[src/rtl/fp_writeback_arbiter.sv]
//------------------------------------------------------------------------------
// fp_writeback_arbiter : merges fast-path and div/sqrt results into one
// registered FP register-file write; tracks pending destinations and fflags.
// Revision: 1.0
//------------------------------------------------------------------------------
`default_nettype none

module fp_writeback_arbiter #(
  parameter int STARVE_LIMIT = 4,
  parameter int CNT_W        = 3
) (
  input  logic        clk_i,
  input  logic        rst_i,

  input  logic        fast_valid_i,
  input  logic [4:0]  fast_rd_i,
  input  logic [31:0] fast_data_i,
  input  logic [4:0]  fast_flags_i,

  input  logic        slow_valid_i,
  output logic        slow_ready_o,
  input  logic [4:0]  slow_rd_i,
  input  logic [31:0] slow_data_i,
  input  logic [4:0]  slow_flags_i,

  input  logic        issue_valid_i,
  input  logic [4:0]  issue_rd_i,
  input  logic [4:0]  issue_rs1_i,
  input  logic [4:0]  issue_rs2_i,
  input  logic [4:0]  issue_rs3_i,
  output logic        issue_hazard_o,
  output logic        stall_issue_o,

  output logic        fregwrite_o,
  output logic [4:0]  frd_o,
  output logic [31:0] wb_data_o,
  output logic [4:0]  fflags_o,
  input  logic        fflags_clr_i
);

  localparam logic [CNT_W-1:0] C_STARVE_LIMIT = CNT_W'(STARVE_LIMIT);

  logic             slow_vld_q, slow_vld_d;
  logic [4:0]       slow_rd_q;
  logic [31:0]      slow_data_q;
  logic [4:0]       slow_flags_q;
  logic [CNT_W-1:0] cnt_q, cnt_d;
  logic [31:0]      pending_q, pending_d;
  logic             fregwrite_q;
  logic [4:0]       frd_q;
  logic [31:0]      wb_data_q;
  logic [4:0]       fflags_q, fflags_d;

  logic             w_slow_hs;
  logic             w_sel;
  logic             w_sel_slow;
  logic [4:0]       w_sel_rd;
  logic [31:0]      w_sel_data;
  logic [4:0]       w_sel_flags;
  logic [31:0]      w_set_mask;
  logic [31:0]      w_clr_mask;

  assign slow_ready_o  = !slow_vld_q;
  assign w_slow_hs     = slow_valid_i && !slow_vld_q;
  assign stall_issue_o = (cnt_q >= C_STARVE_LIMIT);

  assign issue_hazard_o = pending_q[issue_rs1_i] | pending_q[issue_rs2_i] |
                          pending_q[issue_rs3_i] | pending_q[issue_rd_i];

  assign fregwrite_o = fregwrite_q;
  assign frd_o       = frd_q;
  assign wb_data_o   = wb_data_q;
  assign fflags_o    = fflags_q;

  // Fast path has no back-pressure, so it always takes priority.
  always_comb begin
    w_sel       = 1'b0;
    w_sel_slow  = 1'b0;
    w_sel_rd    = 5'd0;
    w_sel_data  = 32'd0;
    w_sel_flags = 5'd0;
    if (fast_valid_i) begin
      w_sel       = 1'b1;
      w_sel_rd    = fast_rd_i;
      w_sel_data  = fast_data_i;
      w_sel_flags = fast_flags_i;
    end else if (slow_vld_q) begin
      w_sel       = 1'b1;
      w_sel_slow  = 1'b1;
      w_sel_rd    = slow_rd_q;
      w_sel_data  = slow_data_q;
      w_sel_flags = slow_flags_q;
    end
  end

  always_comb begin
    slow_vld_d = slow_vld_q;
    if (w_sel_slow) begin
      slow_vld_d = 1'b0;
    end else if (w_slow_hs) begin
      slow_vld_d = 1'b1;
    end

    cnt_d = '0;
    if (slow_vld_q && fast_valid_i) begin
      cnt_d = (cnt_q >= C_STARVE_LIMIT) ? cnt_q : cnt_q + 1'b1;
    end

    // Set is applied after clear so a same-register reissue stays pending.
    w_set_mask = '0;
    w_clr_mask = '0;
    if (issue_valid_i && !stall_issue_o) begin
      w_set_mask[issue_rd_i] = 1'b1;
    end
    if (w_sel) begin
      w_clr_mask[w_sel_rd] = 1'b1;
    end
    pending_d = (pending_q & ~w_clr_mask) | w_set_mask;

    fflags_d = fflags_clr_i ? 5'd0 : fflags_q;
    if (w_sel) begin
      fflags_d = fflags_d | w_sel_flags;
    end
  end

  always_ff @(posedge clk_i) begin
    if (rst_i) begin
      slow_vld_q   <= 1'b0;
      slow_rd_q    <= 5'd0;
      slow_data_q  <= 32'd0;
      slow_flags_q <= 5'd0;
      cnt_q        <= '0;
      pending_q    <= '0;
      fregwrite_q  <= 1'b0;
      frd_q        <= 5'd0;
      wb_data_q    <= 32'd0;
      fflags_q     <= 5'd0;
    end else begin
      slow_vld_q <= slow_vld_d;
      if (w_slow_hs) begin
        slow_rd_q    <= slow_rd_i;
        slow_data_q  <= slow_data_i;
        slow_flags_q <= slow_flags_i;
      end
      cnt_q       <= cnt_d;
      pending_q   <= pending_d;
      fregwrite_q <= w_sel;
      if (w_sel) begin
        frd_q     <= w_sel_rd;
        wb_data_q <= w_sel_data;
      end
      fflags_q <= fflags_d;
    end
  end

endmodule

`default_nettype wire

[config.mk]
export PLATFORM = sky130hd
export DESIGN_NAME = fp_writeback_arbiter
export DESIGN_NICKNAME = d
export VERILOG_FILES = /design/src/rtl/fp_writeback_arbiter.sv
export SDC_FILE = /design/constraint.sdc
export NUM_CORES = 1
export LEC_CHECK = 0
export BUFFER_PORTS_ARGS = -buffer_cell sky130_fd_sc_hd__clkbuf_2
export CAP_MARGIN = 20
export CORE_MARGIN = 8
export CORE_UTILIZATION = 48
export CTS_CLUSTER_SIZE = 8
export DETAILED_ROUTE_END_ITERATION = 12
export PLACE_DENSITY_LB_ADDON = 0.05
export SYNTH_ARGS = -nofsm -noshare
export SYNTH_HDL_FRONTEND = slang
export SYNTH_SLANG_ARGS = --single-unit
[constraint.sdc]
create_clock -name clk_i -period 4.11 [get_ports clk_i]
set_input_delay 1.233 -clock clk_i [delete_from_list [all_inputs] [get_ports clk_i]]
set_output_delay 1.233 -clock clk_i [all_outputs]
set_load 0.02 [all_outputs]
==> flow_summary.yaml <==
critical_path:
  cp_num_cells: 7
  crit_path_cell_trace: "clkbuf_16 -> mux4_2 -> o21ai_2 -> and2b_2 -> or4_1 -> or4_4 -> buf_8"
  cp-end-kind: "primary output"
  worstSetupPathType: "in2out"
  reg2regPathDepth: 6
  start_kind: "input port"
  critPathSlowestCell: "mux4_2"
  cp.required_ns: 2.88
  cpPeakStageDelay_ns: 0.51
  path_delay_family: "simple AND/OR/NAND/NOR gates"
  crit_fanout: 10
  cp.arrival_ns: 3.24
  critPathBufInv: 2
routing:
  drt_iter0_drc: 410
  antenna_left: 0
  drc_errors: 0
  drt-pass1-iter-count: 8
  dr_total_vias: 6014
  post_drt_wl_per_cell_um: 18.4
  routed_wl_um: 19800
  via_per_inst: 5.60
pwr:
  vdd_ir_drop_max_mv: 0.301
  power_density_nw_per_um2: 404
  seq_power_share_pct: 40.5
  p_switching_uw: 779
  sw_frac_of_total_pct: 24.8
  fin_total_pwr_mw: 3.14
  p_int_mw: 2.36
  cellLeakagePower_nw: 3.28
  power_frac_comb_pct: 13.2
  pwr-share-clk_pct: 46.3
clocking:
  path_clk_slew_ns: 0.05
  cts_made_buffers: 17
  insertion_delay_ns: 0.41
  cts_hold_buf: 0
  cts_root_buffer: "clkbuf_16"
  cts.sinks: 121
  h-tree-depth: 4
  max-clock-path-buffers: 2
  cts_tree: "done"
global_route:
  grt_pass1_vias: 6024
  antenna_found_initial: 0
  grt_pass1_wl_um: 31200
  grt.total_usage_pct: 24.3
  grt_max_degree: 77
  grt-ovfl-total: 0
final_layout:
  n_antenna_cell: 0
  areaGrowthSynthToFinish_pct: 28.5
  final_cell_mix: "clkbuf_2, nand2_1, dfxtp_1"
  n_fill_cell: 1124
  stdcell_area_um2: 7760
  drive_above_1_share_pct: 28.5
  regArea_um2: 2420
  layout_commonest_cell: "clkbuf_2"
  nets: 1003
  multiInputGateArea_um2: 3360
  fin_util_pct: 62.3
synthesis:
  synth_top_cell_area_share_pct: 40.1
  synth_edf_count: 0
  synth_seq_area_share_pct: 40.1
  syn_nets: 838
  syn-cell-area_um2: 6040
  ys.flop_type: "dfxtp_1"
  ys_ff_latch: 121
  async_flop_share_pct: 0
  yosysTopAreaCell: "dfxtp_1"
  synthesis.instances: 726
  synth.avg_cell_area_um2: 8.32
  yosys-top-cells-area: "dfxtp_1, a21oi_1, nand2_1"
  yosysUniqueCellTypes: 50
  synth_warnings: 0
sta:
  period_minus_slack_ns: 4.47
  rsz0062_at_grt: "yes"
  fin_hold_ws_ns: 0.452
  maxSlewViolCount: 0
  finalClockSkew_ns: 0.0136
  setup_ws_ns: -0.364
  fmax_ghz: 0.223
  slew_headroom_pct: 32.2
  min_period_over_period_pct: 109
  setup_viol: 1
  hold_viol: 0
  tightestPinTransition_ns: 1.02
die:
  pin_count: 156
  std_cell_rows: 41
  die-area_um2: 16400
  die_width_um: 128
  fp.dieH_um: 128
  start_util_pct: 48.4
  core_area_um2: 12500
worst_hold_path:
  min_path_cells: 2
  hp-class: "reg2reg"
placed_design:
  dp_hpwl_um: 14600
  placed_cell_area_um2: 7160
  io_buffers: 155
  place_congestion: 0.984
outcome:
  status: "finished, violations left"
  violations: "setup timing"
run:
  cap_violations: 0
## power groups by stage
stage          Clock (mW)  Combinational, mW  Sequential [mW]
5_1_grt              1.53              0.455             1.28
4_1_cts              1.47              0.415             1.27
6_report             1.45              0.415             1.27
3_3_place_gp            0              0.400             1.29
3_5_place_dp            0              0.407             1.29
2_1_floorplan           0              0.223             1.31
## routing by layer
layer  track usage, %  vias up  share of wire [%]
met5                0        -                  0
met4             13.7        0                4.6
met3             7.11       60                7.7
met2             39.9      262                 47
met1             27.7     2814                 40
li1                 -     2878                  -
## worst register-to-register path, cell delays in order, from the launching register on
cell	delay, ns
dfxtp_2	0.66
buf_4	0.39
nand2_1	0.11
o21ai_0	0.35
nand3_1	0.24
o21ai_0	0.27
a21oi_1	0.11
## per-stage QoR
| step | worst slack, ns | TNS, ns | cells |
|---|---|---|---|
| after floorplan | -0.170 | -0.170 | 726 |
| after global placement | -0.521 | -0.521 | 1044 |
| after detailed placement | -0.566 | -0.566 | 1044 |
| after CTS | -0.404 | -0.404 | 1074 |
| after global routing | -0.424 | -0.424 | 1074 |
| final | -0.364 | -0.364 | 1074 |
## cell type report
class / instances / area share [%]
Multi-Input combinational cell: 539 / 43.2
Sequential cell: 121 / 31.2
Timing Repair Buffer: 199 / 14.7
Clock buffer: 21 / 5.80
Tap cell: 172 / 2.77
Clock inverter: 9 / 1.61
Inverter: 13 / 0.629
## path summary, 6_finish.rpt
kind | start | end | slack (ns)
worst max register to register | slow_vld_q | pending_q[15] | 1.87
worst min-delay path | slow_data_q[8] | slow_data_q[8] | 0.45
worst min register to register | slow_data_q[8] | slow_data_q[8] | 0.45
worst max-delay path | issue_rs1_i[0] | issue_hazard_o | -0.36
## cells in the mapped netlist (3+ instances only)
cell type	number
a211oi_1	3
a21oi_1	113
a31oi_1	7
and3_1	4
and3b_1	4
buf_2	4
clkbuf_1	45
dfxtp_1	121
inv_1	13
mux2i_1	50
mux4_1	8
mux4_2	16
nand2_1	138
nand2b_1	3
nand3_1	8
nand3b_1	3
nor2_1	80
nor2b_1	6
nor3_1	4
nor3b_1	8
nor4_1	3
nor4b_1	3
o2111ai_1	4
o21ai_0	39
o22ai_1	3
or3_1	4
## cells by family (layout without fill, tap and decap cells)
group	count (synthesis)	after routing	synth area share [%]
buffers and inverters	66	242	4.43
adders and majority gates	2	2	0.414
xor gates and xnor gates	1	1	0.145
muxes	77	77	18.3
AOI/OAI and AO/OA	182	182	16.4
and+or+nand+nor	277	277	20.2
DFF	121	121	40.1
## state kept, by name, summed over array words and instances, names as in the netlist
name and count:
pending_q 32, slow_data_q 32, wb_data_o 32, fflags_o 5, frd_o 5, slow_flags_q 5, slow_rd_q 5, cnt_q 3
fregwrite_o 1, slow_vld_q 1
## what timing repair did
action / CTS / global route
resized for setup: 14 / 2
buffers inserted: 0 / 0
setup endpoints to repair: 1 / 1
pin swaps: 4 / 3
Note: power is estimated with default switching activity, not from simulation.
